==> config.mk <==
export PLATFORM = sky130hd
export DESIGN_NAME = voice_mix_pipe
export DESIGN_NICKNAME = d
export VERILOG_FILES = /design/src/rtl/synth_pkg.sv /design/src/rtl/mix_add_stage.sv /design/src/rtl/voice_mix_pipe.sv
export SDC_FILE = /design/constraint.sdc
export NUM_CORES = 1
export LEC_CHECK = 0
export ABC_AREA = 1
export CAP_MARGIN = 10
export CELL_PAD_IN_SITES_DETAIL_PLACEMENT = 1
export CELL_PAD_IN_SITES_GLOBAL_PLACEMENT = 1
export CORE_ASPECT_RATIO = 1.2
export CORE_MARGIN = 2
export CORE_UTILIZATION = 35
export CTS_BUF_LIST = sky130_fd_sc_hd__clkbuf_2
export CTS_CLUSTER_DIAMETER = 200
export DETAILED_ROUTE_END_ITERATION = 10
export PLACE_DENSITY = 0.64
export SYNTH_ARGS = -nofsm -noshare
export SYNTH_HDL_FRONTEND = slang
export SYNTH_SLANG_ARGS = --single-unit
==> constraint.sdc <==
create_clock -name clk -period 24.6 [get_ports clk]
set_input_delay 3.69 -clock clk [delete_from_list [all_inputs] [get_ports clk]]
set_output_delay 3.69 -clock clk [all_outputs]
set_load 0.01 [all_outputs]
==> src/rtl/synth_pkg.sv <==
// Shared formats and elaboration helpers for the synthesiser datapath.
package synth_pkg;

    localparam int VOICE_WI = 2;
    localparam int VOICE_WF = 16;
    localparam int MIX_WI   = 6;
    localparam int MIX_WF   = 18;

    function automatic int clog2(input int value);
        int result;
        result = 0;
        for (int i = 0; i < 31; i++) begin
            if ((1 << i) < value) begin
                result = i + 1;
            end
        end
        return result;
    endfunction

    // Bit offset of adder-tree level k inside a bus holding levels 0..levels back to back.
    function automatic int tree_offset(input int levels, input int win, input int k);
        int off;
        off = 0;
        for (int j = 0; j < k; j++) begin
            off += (1 << (levels - j)) * (win + j);
        end
        return off;
    endfunction

endpackage

==> src/rtl/mix_add_stage.sv <==
// One registered level of the mixer adder tree: each operand pair is
// sign-extended by one bit, added, and registered, so the level cannot overflow.
module mix_add_stage #(
    parameter int IN_W  = 18,
    parameter int PAIRS = 8
) (
    input  logic                      clk,
    input  logic                      rst,
    input  logic [2*PAIRS*IN_W-1:0]   i_operands,
    output logic [PAIRS*(IN_W+1)-1:0] o_sums
);

    logic [PAIRS*(IN_W+1)-1:0] w_sums;
    logic [PAIRS*(IN_W+1)-1:0] r_sums;

    for (genvar p = 0; p < PAIRS; p++) begin : g_pair
        logic [IN_W-1:0] w_a;
        logic [IN_W-1:0] w_b;
        assign w_a = i_operands[(2*p)*IN_W +: IN_W];
        assign w_b = i_operands[(2*p+1)*IN_W +: IN_W];
        assign w_sums[p*(IN_W+1) +: IN_W+1] = {w_a[IN_W-1], w_a} + {w_b[IN_W-1], w_b};
    end

    always_ff @(posedge clk or posedge rst) begin
        if (rst) begin
            r_sums <= '0;
        end else begin
            r_sums <= w_sums;
        end
    end

    assign o_sums = r_sums;

endmodule

==> src/rtl/voice_mix_pipe.sv <==
// Pipelined voice mixer: masked voices go through a registered binary adder tree,
// then a power-of-two attenuation, fraction alignment and saturation to the mix format.
module voice_mix_pipe
    import synth_pkg::*;
#(
    parameter int NUM_VOICES = 16,
    parameter int WI_IN      = VOICE_WI,
    parameter int WF_IN      = VOICE_WF,
    parameter int WI_OUT     = MIX_WI,
    parameter int WF_OUT     = MIX_WF,
    parameter int SHIFT_W    = 3
) (
    input  logic                                clk,
    input  logic                                rst,
    input  logic                                in_valid,
    input  logic [NUM_VOICES*(WI_IN+WF_IN)-1:0] voices_in,
    input  logic [NUM_VOICES-1:0]               voice_en,
    input  logic [SHIFT_W-1:0]                  gain_shift,
    input  logic                                clr_clip,
    output logic                                out_valid,
    output logic [WI_OUT+WF_OUT-1:0]            mix_out,
    output logic                                clip,
    output logic                                clip_sticky
);

    localparam int WIN    = WI_IN + WF_IN;
    localparam int LEVELS = clog2(NUM_VOICES);
    localparam int PADDED = 1 << LEVELS;
    localparam int SUM_W  = WIN + LEVELS;
    localparam int WOUT   = WI_OUT + WF_OUT;
    localparam int AW     = WI_IN + LEVELS + WF_OUT;
    localparam int TREE_W = tree_offset(LEVELS, WIN, LEVELS + 1);

    logic [PADDED*WIN-1:0] w_masked;
    logic [PADDED*WIN-1:0] r_voices;
    logic [SHIFT_W-1:0]    r_shift [0:LEVELS];
    logic [LEVELS+1:0]     r_valid;

    // Disabled voices and the padding slots above NUM_VOICES enter the tree as zero.
    always_comb begin
        w_masked = '0;
        for (int i = 0; i < NUM_VOICES; i++) begin
            if (voice_en[i]) begin
                w_masked[i*WIN +: WIN] = voices_in[i*WIN +: WIN];
            end
        end
    end

    // gain_shift travels alongside its frame so mid-stream changes never touch frames in flight.
    always_ff @(posedge clk or posedge rst) begin
        if (rst) begin
            r_voices <= '0;
            r_valid  <= '0;
            for (int k = 0; k <= LEVELS; k++) begin
                r_shift[k] <= '0;
            end
        end else begin
            r_voices   <= w_masked;
            r_valid    <= {r_valid[LEVELS:0], in_valid};
            r_shift[0] <= gain_shift;
            for (int k = 1; k <= LEVELS; k++) begin
                r_shift[k] <= r_shift[k-1];
            end
        end
    end

    wire [TREE_W-1:0] w_tree;

    assign w_tree[PADDED*WIN-1:0] = r_voices;

    for (genvar k = 1; k <= LEVELS; k++) begin : g_level
        localparam int IN_W    = WIN + k - 1;
        localparam int PAIRS   = 1 << (LEVELS - k);
        localparam int OFF_IN  = tree_offset(LEVELS, WIN, k - 1);
        localparam int OFF_OUT = tree_offset(LEVELS, WIN, k);

        mix_add_stage #(
            .IN_W  (IN_W),
            .PAIRS (PAIRS)
        ) u_stage (
            .clk        (clk),
            .rst        (rst),
            .i_operands (w_tree[OFF_IN +: 2*PAIRS*IN_W]),
            .o_sums     (w_tree[OFF_OUT +: PAIRS*(IN_W+1)])
        );
    end

    logic signed [SUM_W-1:0] w_sum;
    logic signed [SUM_W-1:0] w_shifted;
    logic signed [AW-1:0]    w_aligned;
    logic [WOUT-1:0]         w_sat;
    logic                    w_overflow;

    assign w_sum     = $signed(w_tree[TREE_W-1 -: SUM_W]);
    assign w_shifted = w_sum >>> r_shift[LEVELS];

    if (WF_OUT == WF_IN) begin : g_align_same
        assign w_aligned = w_shifted;
    end else if (WF_OUT > WF_IN) begin : g_align_pad
        assign w_aligned = {w_shifted, {(WF_OUT-WF_IN){1'b0}}};
    end else begin : g_align_trunc
        assign w_aligned = w_shifted[SUM_W-1 -: AW];
    end

    // Overflow exactly when the bits above the output sign bit disagree with it.
    if (AW > WOUT) begin : g_sat
        localparam int TOP_W = AW - WOUT + 1;
        logic [TOP_W-1:0] w_top;
        assign w_top      = w_aligned[AW-1 -: TOP_W];
        assign w_overflow = ~((&w_top) | ~(|w_top));
        assign w_sat      = !w_overflow  ? w_aligned[WOUT-1:0] :
                            w_aligned[AW-1] ? {1'b1, {(WOUT-1){1'b0}}} :
                                              {1'b0, {(WOUT-1){1'b1}}};
    end else if (AW == WOUT) begin : g_fit
        assign w_overflow = 1'b0;
        assign w_sat      = w_aligned;
    end else begin : g_extend
        assign w_overflow = 1'b0;
        assign w_sat      = {{(WOUT-AW){w_aligned[AW-1]}}, w_aligned};
    end

    logic [WOUT-1:0] r_mix;
    logic            r_clip;
    logic            r_sticky;

    always_ff @(posedge clk or posedge rst) begin
        if (rst) begin
            r_mix  <= '0;
            r_clip <= 1'b0;
        end else begin
            r_mix  <= w_sat;
            r_clip <= w_overflow;
        end
    end

    // A clip arriving in the same cycle as clr_clip keeps the flag set.
    always_ff @(posedge clk or posedge rst) begin
        if (rst) begin
            r_sticky <= 1'b0;
        end else if (r_valid[LEVELS+1] && r_clip) begin
            r_sticky <= 1'b1;
        end else if (clr_clip) begin
            r_sticky <= 1'b0;
        end
    end

    assign out_valid   = r_valid[LEVELS+1];
    assign mix_out     = r_mix;
    assign clip        = r_clip;
    assign clip_sticky = r_sticky;

endmodule

# --- After elaboration in Yosys (flattened, before gate mapping) ---
# Cells that the tools add are included.
op_classes:
  addsub: 15
  mul: 0
  div: 0
  n_lt_le_gt_ge: 0
  eq_ne: 0
  shift: 1
  muxes: 16
  bitwise: 0
  n_reduce_logical: 0
op_table:
  columns: ["operator", "count"]
  rows:
  - ["2-to-1 mux 18 bit", 16]
  - ["adder 18 x 18 -> 19 bit", 8]
  - ["adder 19 x 19 -> 20 bit", 4]
  - ["adder 20 x 20 -> 21 bit", 2]
  - ["adder 21 x 21 -> 22 bit", 1]
  - [">>> shifter 22 x 3 -> 22 bit", 1]
word_totals:
  regBits: 627
  latchBits: 0
  mem_bits_rw: 0
  mem_bits_ro: 0
  in_bits: 311
  out_inout_bits: 27
  wordCells: 44
  memories: 0

# --- Longest topological paths before layout ---
# Gate-level depths: netlist (run 1).
logic_depth:
  ltp_word: 1
  ltp_mapped: 12
  mapped_depth_nobuf: 12

# --- By module ---
# A second synthesis (run 1) with hierarchy kept.
unflattened:
  hier_cells: 4678
  area_unflattened_um2: 35821.9
modules_own_cells:
  columns: ["module", "instances", "cells_per_inst", "area_each_um2", "seq_area_each_um2"]
  rows:
  - ["mix_add_stage at g_level[1].u_stage", 1, 1723, 12072.8, 3803.6]
  - ["voice_mix_pipe", 1, 1112, 11390.9, 8282.9]
  - ["mix_add_stage at g_level[2].u_stage", 1, 976, 6670.1, 2001.9]
  - ["mix_add_stage at g_level[3].u_stage", 1, 559, 3731.1, 1051.0]
  - ["mix_add_stage at g_level[4].u_stage", 1, 308, 1956.9, 550.5]

# --- Worst setup path before layout (run 1) ---
# No wires, ideal clock.
synth_path:
  path_type: "in2reg"
  from: "in voice_en[5]"
  to: "reg r_voices[100]"
  setup_ps: 64
  t_arrival_ps: 4319
  required_time_ps: 24536
  path_slack_ps: 20218
  stages: 4
  n_path_buf: 2
  cell_sequence: "clkbuf_1 > clkbuf_1 > nand2_1 > inv_1"
synth_between:
  elab_chain_cells: 1
synth_lines:
  columns: ["item", "line_no", "source"]
  rows:
  - ["from (decl)", "voice_mix_pipe.sv:17", "input logic [NUM_VOICES-1:0] voice_en,"]
  - ["2-to-1 mux 18 bit", "voice_mix_pipe.sv:43", "if (voice_en[i]) begin"]
  - ["via w_masked[100]", "voice_mix_pipe.sv:34", "logic [PADDED*WIN-1:0] w_masked;"]
  - ["to (signal assigned)", "voice_mix_pipe.sv:58", "r_voices <= w_masked;"]
  - ["to (decl)", "voice_mix_pipe.sv:35", "logic [PADDED*WIN-1:0] r_voices;"]
# The timed path passes the listed nets, and every way through them passes these cells.

# --- Worst setup path in the final report (run 1) ---
layout_path:
  from: "reg r_mix[10] (netlist: mix_out[10])"
  to: "out mix_out[10]"
layout_rtl:
  columns: ["item", "line_no", "source"]
  rows:
  - ["from (decl)", "voice_mix_pipe.sv:122", "logic [WOUT-1:0] r_mix;"]
  - ["from (signal assigned)", "voice_mix_pipe.sv:131", "r_mix <= w_sat;"]
  - ["to (decl)", "voice_mix_pipe.sv:21", "output logic [WI_OUT+WF_OUT-1:0] mix_out,"]
# No word-level cell between the ends.

==> qor.txt, run 1 <==
run status: finished clean
Layout area overhead: 18.4%
worst path arrival time: 2.25 ns
post-synthesis sequential area ratio: 44.2%
CP Max Fanout: 1
placement row count: 127
hold buffer count at CTS: 0
delay of the slowest cell on the worst path: 0.56 ns
clock transition at the registers of the reported paths: 0.11 ns
number of I/O pins: 338
maximum vdd ir drop: 0.0000474 V
min cycle time layout: 5.94 ns
final cycle utilization of the critical path: 24.1%
Synth cell types: 33
RSZ-0062 raised after global routing: no
Pre-antenna DRT Iters: 5
max-cap violations: 0
CP Capture Type: output pin
Slew headroom: 33.8%
CP bufs+invs: 1
clk buf depth: 3
initial antenna violation count: 2
kind of critical path: reg2out
Die Y: 353 µm
top cells by count, synth: nand2_1 (1710), inv_1 (829), dfrtp_1 (627)
GRT Util Overall: 19.2%
Avg WL per Cell: 14.5 µm
Initial Util: 35.4%
Mean Syn Cell Area: 7.60 µm²
Post-synth top flop: dfrtp_1
CTS Sinks: 627
Hold WC Path Type: reg2reg
DRC viols: 0
DRT iter0 DRCs: 820
Total Nets Final: 5736
final WL: 96000 µm
RePlAce Congestion: 0.861
post-CTS setup buffers: 0
CP Cell Sequence: clkdlybuf4s50_1
CTS H-tree depth: 4
total number of vias: 29900
Clock Latency Late Sink: 1.40 ns
CP Launch Type: flop
PD cells: 87.4 nW/µm²
first-pass GRT wire length: 160000 µm
Worst Skew: 0.110 ns
count leader, synth: nand2_1
FFs w/ async S/R, synth: 100%
Worst Path Required: 20.91 ns
Die X-Extent: 295 µm
vias in the first global route: 32400
core area: 100000 µm²
EDFF count, synth: 0
IO Port Bufs: 332
hpwl dp: 79100 µm
global route total overflow: 0
Die ar.: 104000 µm²
Resize count post-CTS: 0
largest net degree at the start of global routing: 157
Tot Pwr: 3.67 mW
top cells by area, synth: dfrtp_1 (44%), nand2_1 (18%), ha_1 (9.9%)
Max Freq: 0.168 GHz
CTS tree: done
Final setup violation count: 0
slowest CP cell: clkdlybuf4s50_1
Final ANT Viol Nets: 0
CTS Buf Count: 164
Post-Syn Area: 35500 µm²
Top Family by Delay on Critical Path: buffers and inverters
via density per instance: 4.52
area share of the largest cell type after synthesis: 44.2%
Slew Viols, Final: 0
Hold Vio Cnt, Final: 0
Hold Slack: 0.348 ns
setup TNS: 0 ns
Tightest Pin Transition: 0.992 ns
CTS root buf: clkbuf_2
Synth Register Bits: 627
Synth Instances: 4669
share of cells above drive strength 1: 5.67%
Synth Warn #: 0
P_leak: 24.7 nW
post-synth top area cell: dfrtp_1
state kept, by name, summed over array words and instances, names as in the netlist:
register,count
mix_out,22
r_valid,6
r_voices,288
g_level.u_stage.o_sums,296
r_shift,15
metal layers:
metal	up-vias	GRT usage, %	part of all wire [%]
met5	-	0	0.015
met4	2	7.14	2.9
met3	161	3.22	3.1
met2	414	35.6	52
met1	14000	21.8	42
li1	15300	-	-
where the power goes:
| part | switching (mW) | internal [mW] |
|---|---|---|
| registers | 0.107 | 1.23 |
| clock network | 0.434 | 0.347 |
| logic | 0.997 | 0.558 |
cell type report:
cell class | instances | area [µm²]
Clock inverter | 60 | 480
Tap cell | 1354 | 1690
Antenna cell | 1 | 2.50
Clock buffer | 229 | 1150
Multi-Input combinational cell | 3168 | 16500
Timing Repair Buffer | 339 | 3390
Fill cell | 12600 | 58300
Sequential cell | 627 | 15700
Inverter | 829 | 3120
cell usage in the layout, fill, tap and decap left out, drive strengths merged:
master | Yosys | final
nand4 | 11 | 11
mux2i | 10 | 10
xor2 | 108 | 108
xnor2 | 29 | 29
clkinvlp | 0 | 1
or2 | 1 | 1
o21a | 1 | 1
clkdlybuf4s50 | 0 | 332
buf | 10 | 7
fa | 15 | 15
nand3b | 7 | 7
diode | 0 | 1
dfrtp | 627 | 627
clkinv | 0 | 48
nor2 | 295 | 295
o21bai | 18 | 18
nor3 | 35 | 35
clkbuf | 38 | 229
o21ai | 86 | 86
inv | 829 | 831
and2 | 35 | 35
conb | 1 | 4
a21oi | 226 | 226
nand3 | 287 | 287
bufinv | 0 | 9
ha | 281 | 281
nand2 | 1719 | 1719
kinds of logic (layout without fill, tap and decap cells):
logic type	Yosys count	in the layout	synth area share, %
muxes	10	10	0.282
DFF	627	627	44.2
xor gates and xnor gates	137	137	3.38
buffers and inverters	877	1457	9.37
other	1	5	0.0106
AOI/OAI and AO/OA	331	331	4.81
and+or+nand+nor	2390	2390	27.2
adders and majority gates	296	296	10.7
worst paths after layout:
| path | from | endpoint | slack (ns) | cells past startpoint |
|---|---|---|---|---|
| min reg2reg | r_valid[3] | r_valid[4] | 0.35 | 0 |
| max reg2reg | r_voices[126] | g_level[1].u_stage.o_sums[73] | 22.53 | 11 |
| max | mix_out[10] | mix_out[10] | 18.66 | 1 |
| max in group asynchronous | rst | r_voices[182] | 18.70 | 5 |
| min in group asynchronous | rst | mix_out[2] | 2.87 | 2 |
| min | r_valid[3] | r_valid[4] | 0.35 | 0 |
metrics by stage:
step	cells	cell area, µm²	worst slack, ns	util (%)
5_1_grt	6607	42000	18.21	41.9
4_1_cts	6606	42000	18.38	41.9
3_3_place_gp	6317	40400	17.09	40.3
3_5_place_dp	6317	40400	17.02	40.3
2_1_floorplan	4672	35500	3.35	-
6_report	6607	42000	18.66	41.9
No activity file was read; power rests on OpenSTA's default activity.
==> run 2, diff against run 1 <==
Clock period 24.6 ns to 5.6 ns, I/O delays scaled along.
==> run 2 against run 1 <==
Sequential share of layout area decreased by 2.5 points. Clock power rose to 4.5 times the previous value. Combinational power rose to 4.6 times the previous value. Global-route usage rose by 1.3 points. Non-clock buffer count increased by 296. First-iteration DRC count increased by 19%. Critical path type unchanged. Largest power group unchanged.
==> qor.txt, run 2 (synthesized netlist as in run 1, its figures left out) <==
Worst Path Required: 4.76 ns (was 20.91 ns)
Hold WC Path Type: reg2reg (unchanged)
CTS Buf Count: 164 (unchanged)
Avg WL per Cell: 15.0 µm (was 14.5 µm)
Worst path depth: 1 (unchanged)
via density per instance: 4.54 (was 4.52)
Clock Latency Late Sink: 1.42 ns (was 1.40 ns)
CP Capture Type: output pin (unchanged)
clock transition at the registers of the reported paths: 0.09 ns (was 0.11 ns)
PD cells: 366 nW/µm² (was 87.4 nW/µm²)
clk buf depth: 3 (unchanged)
total number of vias: 31300 (was 29900)
Clk network pwr share: 21.4% (was 21.2%)
CTS H-tree depth: 4 (unchanged)
pre-CTS setup slack: 3.11 ns (was 17.02 ns)
max reg flops: 296 (unchanged)
Die X-Extent: 295 µm (unchanged)
most frequent cells in the layout: nand2_1 (1710), inv_1 (828), dfrtp_1 (627), clkdlybuf4s50_1 (332), dlygate4sd3_1 (293) (was nand2_1 (1710), inv_1 (828), dfrtp_1 (627), clkdlybuf4s50_1 (332), nor2_1 (284))
fin area: 45000 µm² (was 42000 µm²)
Logic pwr share: 43.1% (was 42.3%)
DRT iter0 DRCs: 979 (was 820)
CP Cell Sequence: clkdlybuf4s50_1 (unchanged)
IO Port Bufs: 332 (unchanged)
Max Freq: 0.321 GHz
Resize count post-CTS: 0 (unchanged)
RSZ-0062 raised after global routing: no (unchanged)
slowest CP cell: clkdlybuf4s50_1 (unchanged)
Initial Util: 35.4% (unchanged)
setup TNS: 0 ns (unchanged)
Pre-antenna DRT Iters: 5 (unchanged)
worst path arrival time: 2.27 ns (was 2.25 ns)
min cycle time layout: 3.11 ns
first-pass GRT wire length: 170000 µm (was 160000 µm)
internal power: 9.56 mW (was 2.13 mW)
Switch Pwr: 6.95 mW (was 1.54 mW)
CP bufs+invs: 1 (unchanged)
initial antenna violation count: 4 (was 2)
final worst setup slack: 2.49 ns (was 18.66 ns)
Slew headroom: 36.6% (was 33.8%)
Slew Viols, Final: 0 (unchanged)
Worst Hold Path Cells: 0 (unchanged)
CTS root buf: clkbuf_2 (unchanged)
global route total overflow: 0 (unchanged)
CTS tree: done (unchanged)
Hold Slack: 0.348 ns (about the same)
final cycle utilization of the critical path: 55.6%
maximum vdd ir drop: 0.000216 V (was 0.0000474 V)
vias in the first global route: 34200 (was 32400)
largest net degree at the start of global routing: 137 (was 157)
P_leak: 25.9 nW (was 24.7 nW)
delay of the slowest cell on the worst path: 0.53 ns (was 0.56 ns)
CTS Sinks: 627 (unchanged)
Hold Vio Cnt, Final: 0 (unchanged)
Top Family by Delay on Critical Path: buffers and inverters (unchanged)
DRC viols: 0 (unchanged)
number of I/O pins: 338 (unchanged)
Final ANT Viol Nets: 0 (unchanged)
Die ar.: 104000 µm² (unchanged)
commonest non-fill, non-tap cell in the layout: nand2_1 (unchanged)
Layout area overhead: 26.9% (was 18.4%)
RePlAce Congestion: 0.862 (was 0.861)
Final setup violation count: 0 (unchanged)
GRT Util Overall: 20.5% (was 19.2%)
Total Nets Final: 6032 (was 5736)
Area after DPL: 40500 µm² (was 40400 µm²)
final WL: 104000 µm (was 96000 µm)
core area: 100000 µm² (unchanged)
hpwl dp: 79500 µm (was 79100 µm)
kind of critical path: reg2out (unchanged)
run status: finished clean (unchanged)
share of cells above drive strength 1: 5.23% (was 5.67%)
Sw Ratio: 42.1% (was 41.9%)
Reg2Reg Depth: 10 (was 11)
CP Max Fanout: 1 (unchanged)
Worst Skew: 0.104 ns (was 0.110 ns)
Tightest Pin Transition: 0.951 ns (was 0.992 ns)
CP Launch Type: flop (unchanged)
placement row count: 127 (unchanged)
sequential power share: 35.5% (was 36.4%)
max-cap violations: 0 (unchanged)
R2R Setup Slk: 3.39 ns (was 22.53 ns)
Die Y: 353 µm (unchanged)
Core Util, Final: 44.9% (was 41.9%)
## run 2: cell types whose count changed in the layout (fill, tap and decap cells not counted), moves of 2 or more
cell and delta:
clkinvlp_4 +2, clkinv_1 +6, clkbuf_2 -13, bufinv_16 +2, clkinv_2 -3, diode_2 +2, buf_12 +4, clkinv_4 +2
dlygate4sd3_1 +293
## run 2: final timing paths
path | end | start
min in group asynchronous | g_level[2].u_stage.o_sums[14] | rst
min | r_shift[1] | r_shift[4]
max reg2reg | g_level[3].u_stage.o_sums[12] | g_level[2].u_stage.o_sums[20]
max in group asynchronous | r_voices[134] | rst
min reg2reg | r_shift[1] | r_shift[4]
max | out_valid | r_valid[5]
## run 2: cell type report
type / count / area (µm²)
Antenna cell: 3 / 7.51
Clock buffer: 216 / 1080
Clock inverter: 68 / 573
Fill cell: 12400 / 55200
Inverter: 829 / 3120
Multi-Input combinational cell: 3168 / 16500
Sequential cell: 627 / 15700
Tap cell: 1354 / 1690
Timing Repair Buffer: 635 / 6390
## run 2: routing by layer
layer  up-vias  wire (µm)  GRT usage [%]  share of wire (%)
met5         -          0              0                  0
met4         0       3030           7.43                2.9
met3       185       2880           3.25                2.8
met2       435      54900           38.6                 53
met1     14800      42800           22.9                 41
li1      15900          -              -                  -
## run 2: repair_timing
item,in CTS,in global routing
hold buffers,293,0
endpoints found under the hold margin,306,0
setup buffers,0,0
## run 2: power groups by stage
stage	logic, mW	clock network [mW]	registers [mW]
floorplan	4.84	0	5.76
global placement	6.90	0	5.96
detailed placement	7.01	0	5.97
CTS	7.21	3.73	5.89
global route	8.16	3.95	5.95
finish	7.12	3.53	5.86
## run 2: per-stage QoR
stage / power, mW / std cells
after global placement: 12.9 / 6320
after detailed placement: 13.0 / 6320
after floorplan: 10.6 / 4672
after global routing: 18.0 / 6900
after CTS: 16.8 / 6897
final: 16.5 / 6900
==> run 3, diff against run 2 <==
Settings changed: PLACE_DENSITY 0.64 to 0.67.
Clock period 5.6 ns to 2.8 ns, I/O delays scaled along.
==> run 3 against run 2 <==
Clock power grew 130%. Sequential power grew 100%. Non-clock buffer count grew 569. Global-route usage grew 5.6 points. Clock skew grew 0.059 ns. Critical path depth is the same. Worst setup slack lost 2.2 ns. Via count grew 12%. Cell count grew 8.6%. Combinational power grew 110%. Worst hold slack lost 0.15 ns. Critical path type unchanged. Largest cell class unchanged.
==> qor.txt, run 3 (synthesized netlist as in run 1, its figures left out) <==
Final setup violation count: 0 (unchanged)
RSZ-0062 raised after global routing: no (unchanged)
CP Cell Sequence: dlygate4sd2_1 (was clkdlybuf4s50_1)
clock transition at the registers of the reported paths: 0.14 ns (was 0.09 ns)
CP Max Fanout: 1 (unchanged)
register area: 15700 µm² (unchanged)
Pre-antenna DRT Iters: 5 (unchanged)
internal power: 20.1 mW (was 9.56 mW)
vias in the first global route: 40000 (was 34200)
commonest non-fill, non-tap cell in the layout: nand2_1 (unchanged)
Die Y: 353 µm (unchanged)
final cycle utilization of the critical path: 89.8%
CTS Buf Count: 166 (was 164)
multi-input logic area: 16500 µm² (unchanged)
CTS Sinks: 627 (unchanged)
first-pass GRT wire length: 212000 µm (was 170000 µm)
worst path arrival time: 2.10 ns (was 2.27 ns)
filler cell count: 12200 (was 12400)
number of I/O pins: 338 (unchanged)
Avg WL per Cell: 17.8 µm (was 15.0 µm)
via density per instance: 4.67 (was 4.54)
initial antenna violation count: 16 (was 4)
final WL: 134000 µm (was 104000 µm)
IO Port Bufs: 332 (unchanged)
Worst Skew: 0.164 ns (was 0.104 ns)
delay of the slowest cell on the worst path: 0.39 ns (was 0.53 ns)
fin cells: 7494 (was 6900)
Die X-Extent: 295 µm (unchanged)
CP Launch Type: flop (unchanged)
most frequent cells in the layout: nand2_1 (1710), dlygate4sd3_1 (839), inv_1 (828), dfrtp_1 (627), clkdlybuf4s50_1 (309) (was nand2_1 (1710), inv_1 (828), dfrtp_1 (627), clkdlybuf4s50_1 (332), dlygate4sd3_1 (293))
RePlAce Congestion: 0.855 (was 0.862)
Sw Ratio: 42.1% (about the same)
Top Family by Delay on Critical Path: flip-flops (was buffers and inverters)
pre-CTS setup slack: 0.774 ns (was 3.11 ns)
Hold Vio Cnt, Final: 0 (unchanged)
max reg flops: 296 (unchanged)
Placed Cells: 6343 (was 6320)
Switch Pwr: 14.6 mW (was 6.95 mW)
PD cells: 680 nW/µm² (was 366 nW/µm²)
Slew headroom: 33.2% (was 36.6%)
global route total overflow: 0 (unchanged)
Initial Util: 35.4% (unchanged)
CTS H-tree depth: 4 (unchanged)
final worst setup slack: 0.285 ns (was 2.49 ns)
placement row count: 127 (unchanged)
Hold WC Path Type: in2reg (was reg2reg)
DRT iter0 DRCs: 1249 (was 979)
Max Freq: 0.398 GHz
run status: finished clean (unchanged)
largest net degree at the start of global routing: 96 (was 137)
kind of critical path: reg2out (unchanged)
Clk network pwr share: 23.1% (was 21.4%)
sequential power share: 34.0% (was 35.5%)
slowest CP cell: dfrtp_1 (was clkdlybuf4s50_1)
Slew Viols, Final: 0 (unchanged)
Hold Slack: 0.196 ns (was 0.348 ns)
Total Nets Final: 6603 (was 6032)
maximum vdd ir drop: 0.000454 V (was 0.000216 V)
clk buf depth: 3 (unchanged)
Clock Latency Late Sink: 1.45 ns (was 1.42 ns)
total number of vias: 35000 (was 31300)
Core Util, Final: 50.8% (was 44.9%)
Worst Path Required: 2.38 ns (was 4.76 ns)
Final ANT Viol Nets: 0 (unchanged)
P_leak: 28.1 nW (was 25.9 nW)
min cycle time layout: 2.52 ns
share of cells above drive strength 1: 5.34% (was 5.23%)
CP bufs+invs: 1 (unchanged)
Tightest Pin Transition: 0.999 ns (was 0.951 ns)
CP Capture Type: output pin (unchanged)
GRT Util Overall: 26.1% (was 20.5%)
hpwl dp: 79800 µm (was 79500 µm)
Die ar.: 104000 µm² (unchanged)
core area: 100000 µm² (unchanged)
CTS root buf: clkbuf_2 (unchanged)
Logic pwr share: 42.9% (was 43.1%)
max-cap violations: 0 (unchanged)
Layout area overhead: 43.5% (was 26.9%)
DRC viols: 0 (unchanged)
CTS tree: done (unchanged)
## run 3: changes by cell type in the layout (fill, tap and decap cells not counted), moves of 6 or more
| cell | before | now |
|---|---|---|
| clkinv_2 | 9 | 23 |
| buf_12 | 5 | 11 |
| dlygate4sd3_1 | 293 | 839 |
| clkdlybuf4s50_1 | 332 | 309 |
| buf_4 | 5 | 22 |
| dlygate4sd2_1 | 0 | 23 |
| diode_2 | 3 | 15 |
## run 3: area by class of cell
cell class,count,area share (%)
multi-input cells,3168,32.4
diodes,15,0.0737
clock inverters,86,1.56
inverters,829,6.11
clock buffers,211,2.07
flip-flops and latches,627,30.8
well taps,1354,3.32
repair buffers,1204,23.7
## run 3: metrics by stage
stage                     TNS (ns)  area, µm²  power [mW]
after floorplan           -3875.42      35500        21.2
after global placement           0      40700        25.6
after detailed placement         0      40700        25.9
after CTS                        0      50900        34.6
after global routing             0      51000        37.6
final                            0      51000        34.7
## run 3: worst reg2reg max path, cell delays in order (launching register included)
cell and delay, ns:
dfrtp_1 0.37, ha_1 0.23, inv_1 0.07, fa_1 0.42, inv_1 0.13, nand3_1 0.09, nand3_1 0.13, nand2_1 0.08
nand2_1 0.15, nand2_1 0.10, nand2_1 0.08, nand2_1 0.06, nand2_1 0.08
## run 3: power by group through the flow
stage	clock network, mW	logic (mW)	registers [mW]
after floorplan	0	9.68	11.5
after global placement	0	13.7	11.9
after detailed placement	0	13.9	12.0
after CTS	7.96	14.8	11.8
after global routing	8.72	16.9	11.9
final	8.00	14.9	11.8
## run 3: metal layers
layer  up-vias  track usage, %  routed length (µm)
met5         -               0                   0
met4         0            14.2                6980
met3       399            3.73                3620
met2       724            50.2               72900
met1     16800            26.7               50000
li1      17000               -                   -
## run 3: final timing paths
| path | from | endpoint | slack [ns] | depth (start not counted) |
|---|---|---|---|---|
| max | r_valid[5] | out_valid | 0.28 | 1 |
| min | voices_in[240] | r_voices[240] | 0.20 | 4 |
| max reg2reg | r_voices[144] | g_level[1].u_stage.o_sums[88] | 0.68 | 12 |
| min reg2reg | r_valid[3] | r_valid[4] | 0.33 | 0 |
| max in group asynchronous | rst | r_voices[250] | 1.21 | 6 |
| min in group asynchronous | rst | r_voices[25] | 0.56 | 4 |
## run 3: timing repair
| action | 4_1_cts | 5_1_grt |
|---|---|---|
| hold buffers | 839 | 0 |
| buffers inserted | 0 | 0 |
| endpoints found under the hold margin | 739 | 0 |
| setup endpoints to repair | 23 | 0 |
| resized for setup | 23 | 0 |
